==> src/rtl/memtrace_req_serializer.sv <==
// memtrace_req_serializer
//
// Collects up to NUM_LANES trace requests per cycle into per-lane FIFOs and
// issues them one at a time on a single memory request port. Lanes are served
// round-robin; every issued request is tagged with the lowest free source ID,
// and the ID stays busy until its response returns.
//
// Handshake semantics (all ports): a transfer happens on a rising clock edge
// where valid and ready are both high. Once req_valid is raised it stays high,
// and req_lane/req_source/payload stay constant, until req_ready is seen.
// in_ready is a one-cycle look-ahead: in_ready high in cycle t guarantees that
// every lane asserting in_valid in cycle t+1 is stored. resp_valid is always
// accepted.
//
// Ports:
//   clock, reset            clock; synchronous active-high reset
//   in_ready                back-pressure to the trace source
//   in_valid/address/is_store/size/data   per-lane requests, lane g in slice g
//   in_finished             trace source exhausted
//   req_valid/req_ready     memory request handshake
//   req_address/is_store/size/data        head entry of the granted lane
//   req_lane, req_source    granted lane and allocated source ID
//   resp_valid, resp_source returned response
//   inflight                number of busy source IDs
//   done                    sticky completion flag
//   err_overflow, err_resp  sticky error flags
module memtrace_req_serializer #(
    parameter int NUM_LANES    = 4,
    parameter int ADDR_WIDTH   = 64,
    parameter int DATA_WIDTH   = 64,
    parameter int SIZE_WIDTH   = 8,
    parameter int FIFO_DEPTH   = 4,
    parameter int MAX_INFLIGHT = 8,
    localparam int LANE_W      = $clog2(NUM_LANES),
    localparam int SRC_W       = $clog2(MAX_INFLIGHT)
) (
    input  logic                             clock,
    input  logic                             reset,
    output logic                             in_ready,
    input  logic [NUM_LANES-1:0]             in_valid,
    input  logic [ADDR_WIDTH*NUM_LANES-1:0]  in_address,
    input  logic [NUM_LANES-1:0]             in_is_store,
    input  logic [SIZE_WIDTH*NUM_LANES-1:0]  in_size,
    input  logic [DATA_WIDTH*NUM_LANES-1:0]  in_data,
    input  logic                             in_finished,
    output logic                             req_valid,
    input  logic                             req_ready,
    output logic [ADDR_WIDTH-1:0]            req_address,
    output logic                             req_is_store,
    output logic [SIZE_WIDTH-1:0]            req_size,
    output logic [DATA_WIDTH-1:0]            req_data,
    output logic [LANE_W-1:0]                req_lane,
    output logic [SRC_W-1:0]                 req_source,
    input  logic                             resp_valid,
    input  logic [SRC_W-1:0]                 resp_source,
    output logic [SRC_W:0]                   inflight,
    output logic                             done,
    output logic                             err_overflow,
    output logic                             err_resp
);

    localparam int PTR_W = $clog2(FIFO_DEPTH);
    localparam int CNT_W = PTR_W + 1;

    // Lane FIFO storage and pointers
    logic [ADDR_WIDTH-1:0] fifo_addr  [NUM_LANES][FIFO_DEPTH];
    logic                  fifo_store [NUM_LANES][FIFO_DEPTH];
    logic [SIZE_WIDTH-1:0] fifo_size  [NUM_LANES][FIFO_DEPTH];
    logic [DATA_WIDTH-1:0] fifo_data  [NUM_LANES][FIFO_DEPTH];
    logic [PTR_W-1:0]      wr_ptr     [NUM_LANES];
    logic [PTR_W-1:0]      rd_ptr     [NUM_LANES];
    logic [CNT_W-1:0]      count      [NUM_LANES];

    logic [LANE_W-1:0]       rr_ptr;
    logic [MAX_INFLIGHT-1:0] busy;
    logic                    fin_seen;

    // Stall lock: remembers the presented grant/ID while the port is stalled
    logic                    locked;
    logic [LANE_W-1:0]       lock_lane;
    logic [SRC_W-1:0]        lock_src;

    logic [NUM_LANES-1:0]    push_vec;
    logic [NUM_LANES-1:0]    pop_vec;
    logic                    all_empty;
    logic                    arb_found;
    logic [LANE_W-1:0]       arb_grant;
    logic [LANE_W-1:0]       scan_idx;
    logic [SRC_W-1:0]        free_id;
    logic [LANE_W-1:0]       grant;
    logic [SRC_W-1:0]        source;
    logic                    fire;
    logic                    resp_hit;
    logic [MAX_INFLIGHT-1:0] busy_next;

    // in_ready leaves one slot of headroom per lane for the beat that the
    // source may already have launched when it sampled in_ready.
    always_comb begin
        in_ready  = 1'b1;
        all_empty = 1'b1;
        for (int g = 0; g < NUM_LANES; g++) begin
            if (count[g] > CNT_W'(FIFO_DEPTH - 2)) in_ready = 1'b0;
            if (count[g] != '0) all_empty = 1'b0;
        end
    end

    // Round-robin scan starting at rr_ptr; LANE_W-bit addition wraps modulo NUM_LANES
    always_comb begin
        arb_found = 1'b0;
        arb_grant = '0;
        scan_idx  = '0;
        for (int k = 0; k < NUM_LANES; k++) begin
            scan_idx = rr_ptr + LANE_W'(k);
            if (!arb_found && (count[scan_idx] != '0)) begin
                arb_found = 1'b1;
                arb_grant = scan_idx;
            end
        end
    end

    // Lowest-index free source ID (scan from the top so the lowest wins)
    always_comb begin
        free_id = '0;
        for (int i = MAX_INFLIGHT - 1; i >= 0; i--) begin
            if (!busy[i]) free_id = SRC_W'(i);
        end
    end

    assign grant     = locked ? lock_lane : arb_grant;
    assign source    = locked ? lock_src  : free_id;
    assign req_valid = arb_found && (inflight < (SRC_W + 1)'(MAX_INFLIGHT));
    assign fire      = req_valid && req_ready;

    // Outputs read as zero whenever no request is presented
    assign req_lane     = req_valid ? grant  : '0;
    assign req_source   = req_valid ? source : '0;
    assign req_address  = req_valid ? fifo_addr[grant][rd_ptr[grant]]  : '0;
    assign req_is_store = req_valid ? fifo_store[grant][rd_ptr[grant]] : 1'b0;
    assign req_size     = req_valid ? fifo_size[grant][rd_ptr[grant]]  : '0;
    assign req_data     = req_valid ? fifo_data[grant][rd_ptr[grant]]  : '0;

    // A full lane drops its input even if it pops this cycle
    always_comb begin
        for (int g = 0; g < NUM_LANES; g++) begin
            push_vec[g] = in_valid[g] && (count[g] != CNT_W'(FIFO_DEPTH));
            pop_vec[g]  = fire && (grant == LANE_W'(g));
        end
    end

    // A response can never hit the ID being issued this cycle: that ID is free
    always_comb begin
        resp_hit  = resp_valid && busy[resp_source];
        busy_next = busy;
        if (resp_hit) busy_next[resp_source] = 1'b0;
        if (fire)     busy_next[source]      = 1'b1;
    end

    always_ff @(posedge clock) begin
        if (reset) begin
            for (int g = 0; g < NUM_LANES; g++) begin
                wr_ptr[g] <= '0;
                rd_ptr[g] <= '0;
                count[g]  <= '0;
            end
            rr_ptr       <= '0;
            busy         <= '0;
            inflight     <= '0;
            fin_seen     <= 1'b0;
            done         <= 1'b0;
            err_overflow <= 1'b0;
            err_resp     <= 1'b0;
            locked       <= 1'b0;
            lock_lane    <= '0;
            lock_src     <= '0;
        end else begin
            for (int g = 0; g < NUM_LANES; g++) begin
                if (push_vec[g]) begin
                    fifo_addr[g][wr_ptr[g]]  <= in_address[g*ADDR_WIDTH +: ADDR_WIDTH];
                    fifo_store[g][wr_ptr[g]] <= in_is_store[g];
                    fifo_size[g][wr_ptr[g]]  <= in_size[g*SIZE_WIDTH +: SIZE_WIDTH];
                    fifo_data[g][wr_ptr[g]]  <= in_data[g*DATA_WIDTH +: DATA_WIDTH];
                    wr_ptr[g]                <= wr_ptr[g] + 1'b1;
                end
                if (pop_vec[g]) rd_ptr[g] <= rd_ptr[g] + 1'b1;
                count[g] <= count[g] + CNT_W'(push_vec[g]) - CNT_W'(pop_vec[g]);
                if (in_valid[g] && !push_vec[g]) err_overflow <= 1'b1;
            end

            if (fire) rr_ptr <= grant + 1'b1;

            busy     <= busy_next;
            inflight <= inflight + (SRC_W + 1)'(fire) - (SRC_W + 1)'(resp_hit);
            if (resp_valid && !resp_hit) err_resp <= 1'b1;

            locked <= req_valid && !req_ready;
            if (req_valid && !req_ready) begin
                lock_lane <= grant;
                lock_src  <= source;
            end

            if (in_finished) fin_seen <= 1'b1;
            if (fin_seen && all_empty && !req_valid && (inflight == '0)) done <= 1'b1;
        end
    end

endmodule

==> config.mk <==
export PLATFORM = sky130hd
export DESIGN_NAME = memtrace_req_serializer
export DESIGN_NICKNAME = d
export VERILOG_FILES = /design/src/rtl/memtrace_req_serializer.sv
export SDC_FILE = /design/constraint.sdc
export NUM_CORES = 2
export LEC_CHECK = 0
export BUFFER_PORTS_ARGS = -buffer_cell sky130_fd_sc_hd__buf_2
export CELL_PAD_IN_SITES_DETAIL_PLACEMENT = 0
export CELL_PAD_IN_SITES_GLOBAL_PLACEMENT = 1
export CORE_MARGIN = 4
export CORE_UTILIZATION = 46
export DETAILED_ROUTE_END_ITERATION = 16
export GPL_TIMING_DRIVEN = 0
export PLACE_DENSITY_LB_ADDON = 0.3
export SLEW_MARGIN = 0
export SYNTH_ARGS = -nofsm -noshare
export SYNTH_HDL_FRONTEND = slang
export SYNTH_SLANG_ARGS = --single-unit
export TNS_END_PERCENT = 100
==> constraint.sdc <==
create_clock -name clock -period 4.15 [get_ports clock]
set_input_delay 0 -clock clock [delete_from_list [all_inputs] [get_ports clock]]
set_output_delay 0 -clock clock [all_outputs]
set_load 0.01 [all_outputs]
Word-level counts from Yosys, hierarchy flattened
Memory sizes are Yosys's and may differ from the RTL's. A register that Yosys moved wholly into a read port is not among the register bits.
Cells that the tools add are included.
Word-level totals
  bits in registers: 24
  memory bits (read-only): 0
  bits in latches: 0
  RAM bits: 2220
  memories: 7
Operators by class
  reductions and logical operators: 50
  shift operators: 0
  bitwise operators: 20
  $lt $le $gt $ge: 18
  multipliers: 0
  div/mod/pow operators: 0
  multiplexer cells: 133
  $add $sub $neg: 22
  equality and inequality tests: 7
Memory list
  fifo_addr: words 4, width 256, read ports 1, clocked after Yosys merged registers in 0, write ports 4, RTL line 66  | logic [ADDR_WIDTH-1:0] fifo_addr [NUM_LANES][FIFO_DEPTH];
  fifo_data: words 4, width 256, read ports 1, clocked after Yosys merged registers in 0, write ports 4, RTL line 69  | logic [DATA_WIDTH-1:0] fifo_data [NUM_LANES][FIFO_DEPTH];
  fifo_size: words 4, width 32, read ports 1, clocked after Yosys merged registers in 0, write ports 4, RTL line 68  | logic [SIZE_WIDTH-1:0] fifo_size [NUM_LANES][FIFO_DEPTH];
  fifo_store: words 4, width 4, read ports 1, clocked after Yosys merged registers in 0, write ports 4, RTL line 67  | logic fifo_store [NUM_LANES][FIFO_DEPTH];
  count: words 4, width 3, read ports 8, clocked after Yosys merged registers in 1, write ports 4, RTL line 72  | logic [CNT_W-1:0] count [NUM_LANES];
  rd_ptr: words 4, width 2, read ports 5, clocked after Yosys merged registers in 0, write ports 4, RTL line 71  | logic [PTR_W-1:0] rd_ptr [NUM_LANES];
  1 more memories
Operators with widths (number)
  $mux 256: 4
  $mux 64: 10
  $demux 64 s2: 4
  $bmux 64 s2: 2
  $mux 32: 4
  $mux 8: 9
  $demux 8 s2: 4
  $mux 1: 53
  $mux 3: 14
  $mux 2: 16
  $logic_and 1x1->1: 29
  $reduce_bool 3->1: 8
  $add 2x1->2 const B: 10
  $bmux 8 s2: 1
  $mux 4: 4
  $ge 3x3->1 const B: 5
  $not 2->3: 5
  $add 3x1->3: 4
  $gt 3x2->1 const B: 4
  $lt 3x1->1 const B: 4
  $ne 3x3->1 const B: 4
  $or 1x1->1: 12
  $sub 3x1->3: 4
  $logic_not 1->1: 10
  other kinds (18): 26

Longest topological paths before layout
  depth after elaboration: 18
  gate-level depth with buffers: 16

Worst setup path after synthesis
Ideal clock, no wire load.
  kind: register to register
  start point: mem count[1][1] (netlist bit)
  end point: mem fifo_addr[1][0] (netlist bit), enable pin
  cell stages (with the launch flop): 6
  data arrival time: 3995 ps
  library setup time: 513 ps
  setup slack: -358 ps
  required time: 3637 ps
  cells stage by stage: dfxtp_1 -> nor2_1 -> nand2_1 -> nand2_1 -> nor2_1 -> and2_1
RTL lines (RTL line)
  from (decl): 72
  to (decl): 66

==> metrics <==
status=finished with violations; failing checks=negative setup slack; final hold slack=15.5 ps; Die X-Extent=451 um; Post-Syn Area=90400 sq um; GR Overflow Total=0; HP Class=in -> reg; synth unique cells=59; cell accounting for the most synthesized area=edfxtp_1; DP Area=98600 sq um; die height=451 um; CTS tree=done; share of the synthesized area in the top cell type=73.4%; vias in the first global route=58600; dominant synthesized flop cell=edfxtp_1; CTS sink cnt=2246; Worst Path Arrival=4310 ps; share of cells above drive strength 1=22.4%; Worst Tran Pin Value=1290 ps; FF-to-FF setup slack=190 ps; Synth-to-Final Area Change=35.6%; Slew Viols, Final=0; largest net degree at the start of global routing=48; Layout Utilization=62.8%; CP Class=reg -> out; FILL cells=14100; r2r worst-path depth=16; min-delay src=in_data[12]; critical register-to-register path endpoint=count[3][2]$_SDFF_PP0_; CTS buffer count=228; final wirelength=299000 um; # rows=162; number of synthesized flops with an enable pin=2208; Max Cap Viol=0; CP max FO=10; slowest stage delay, CP=490 ps; final period utilization=104%; Warnings, synthesis=0; # setup viols final=110; drt drc=0; clk_skew=43.2 ps; async set-or-reset flop fraction in the synthesized netlist=0%; worst r2r src=count[3][2]$_SDFF_PP0_; DR vias/cell=5.52; Design Area, Final=123000 sq um; CTS root buffer=clkbuf_16; RSZ-0062 raised after global routing=true; routed length per instance=28.7 um; Pre-Repair DR Iteration Count=8; PD cells=873 nW/um^2; worst path required time=4150 ps; clock transition at the registers of the reported paths=60 ps; Skew-Pair Late Insertion Delay=900 ps; CTS H-Tree Depth=4; top cells by area, synth=edfxtp_1 (73%), mux2i_1 (15%), nand2_1 (1.2%), a22oi_1 (1.1%), clkbuf_1 (1.1%); CP bufs+invs=5; sequential cell area fraction in the yosys report=74.2%; Die ar.=204000 sq um; Synth Instances=5360; dpl hpwl=199000 um; Routed Antenna Nets=0; Post-layout nets=8114; cell at the slowest stage of the critical path=mux4_2; delay-heaviest family, CP=buffers and inverters; syn_area_per_cell=16.9 sq um; Initial DRC Count=5456; critical path cell sequence=or3_4 > mux4_2 > o31a_1 > o2111ai_4 > buf_12 > buf_16 > buf_16 > buf_16 > mux2i_1 > mux2i_1 > o32ai_4 > buf_2; Slew headroom=13.9%; I/O pin count=711; syn_nets=5955; Post-synth top cells=edfxtp_1 (2208), mux2i_1 (1368), nand2_1 (297); worst hold endpoint=fifo_data[0][76]$_DFFE_PP_; worst IR drop on VDD=862 uV; min cycle time layout=4310 ps; CP endpoint kind=primary output; Worst Slack Setup Final=-156 ps; Core Region=195000 sq um; GRT Util Overall=28.4%; via count=57600; critical path startpoint category=register; final non-filler cell total=10400; Seq cells post-synth=2246; Cells on Worst Hold Path=2; Fin. Hold Viols=0; Sum Neg Setup Slack=-8660 ps; most common cell in the netlist=edfxtp_1; Pleak=44.5 nW; Initial Utilization=46.3%; gpl congestion=0.825; Placed Cells=8742; initial antenna violation count=121; Peak Freq=0.232 GHz; CTS max path bufs=3; global-route wire length before repair=413000 um; I/O Buffers=706; most used cell, CP=buf_16
layer usage:
layer	global-route usage, %	share of wire, %	wire (um)	vias to the layer above
li1	-	-	-	25400
met2	49.6	51	152000	2543
met3	5.30	7.1	21300	664
met1	34.5	37	112000	29000
met4	12.1	4.6	13900	20
met5	0	0.041	123	-
state kept, by name, summed over array words and instances (netlist names), 2 cells and up, named ones only:
signal,count
busy,8
count,12
fifo_addr,1024
fifo_data,1024
fifo_size,128
fifo_store,16
inflight,4
lock_lane,2
lock_src,3
rd_ptr,8
rr_ptr,2
wr_ptr,8
power breakdown:
part	total (mW)	switching (mW)	leakage (nW)	internal [mW]
sequential	26.7	0.390	20.4	26.3
combinational	60.7	35.0	20.7	25.7
clock	19.6	8.69	3.44	11.0
what timing repair did:
action,in CTS,in global routing
endpoints found under the hold margin,2429,0
setup endpoints to repair,154,148
pin swaps,44,85
buffers inserted,30,20
resized for setup,681,388
cloned,11,9
hold buffers,1108,0
worst register-to-register path: stages, from the launching register on:
cell and delay [ps]:
dfxtp_4 350, or3_4 400, mux4_2 490, o31a_1 310
o2111a_2 310, buf_12 140, clkbuf_16 200, clkbuf_8 250
nand3_2 140, inv_1 100, ha_1 290, inv_1 60
ha_1 140, inv_1 50, fa_1 370, xnor2_1 200
nor2_1 60
area by class of cell:
cell class                 instances  area (sq um)  share of cell area [%]
sequential                      2246         67100                    54.7
multi-input combinational       2612         24200                    19.8
timing repair buffer            1933         17200                    14.0
clock buffer                     293          6010                    4.91
tap                             2624          3280                    2.68
buffer                           318          2810                    2.29
clock inverter                   121          1070                   0.873
inverter                         180           676                   0.551
antenna                           91           228                   0.186
cell families after synthesis:
group           Yosys count  synth area share, %
simple gates            574                 2.66
fa+ha+maj                35                0.526
xor+xnor                 13                0.126
buf+inv                 502                 2.22
mux                    1371                 15.2
compound gates          619                 5.07
flops                  2246                 74.2
per-stage QoR:
stage          setup slack (ps)  power (mW)
3_3_place_gp              -4420        69.4
6_report                   -156         107
2_1_floorplan              -304        51.2
4_1_cts                    -186         100
3_5_place_dp               -939        69.9
5_1_grt                    -254         110
how the worst max path moves through the flow:
stage,startpoint,endpoint,slack (ps),cells past startpoint
final,count[3][2]$_SDFF_PP0_,req_data[51],-160,12
after floorplan,count[0][1]$_SDFF_PP0_,fifo_addr[0][0]$_DFFE_PP_,-300,5
after CTS,count[2][2]$_SDFF_PP0_,req_data[10],-190,12
after global placement,count[0][1]$_SDFF_PP0_,fifo_addr[0][45]$_DFFE_PP_,-4420,5
after global routing,count[3][2]$_SDFF_PP0_,req_data[51],-250,12
after detailed placement,count[2][1]$_SDFF_PP0_,count[3][2]$_SDFF_PP0_,-940,16
cell usage in the layout, fill, tap and decap left out, types with 46 or more instances in the layout:
| master | n |
|---|---|
| clkbuf_16 | 250 |
| diode_2 | 91 |
| inv_1 | 180 |
| buf_4 | 70 |
| clkbuf_2 | 83 |
| clkinv_1 | 46 |
| a22oi_1 | 100 |
| mux2i_2 | 66 |
| a21oi_1 | 128 |
| buf_2 | 680 |
| o32ai_4 | 87 |
| clkbuf_1 | 146 |
| edfxtp_1 | 2208 |
| nor2_1 | 162 |
| a31oi_1 | 140 |
| mux2i_1 | 1268 |
| buf_16 | 69 |
| dlygate4sd3_1 | 1108 |
| nand2_1 | 297 |
(Power assumes the default switching activity.)
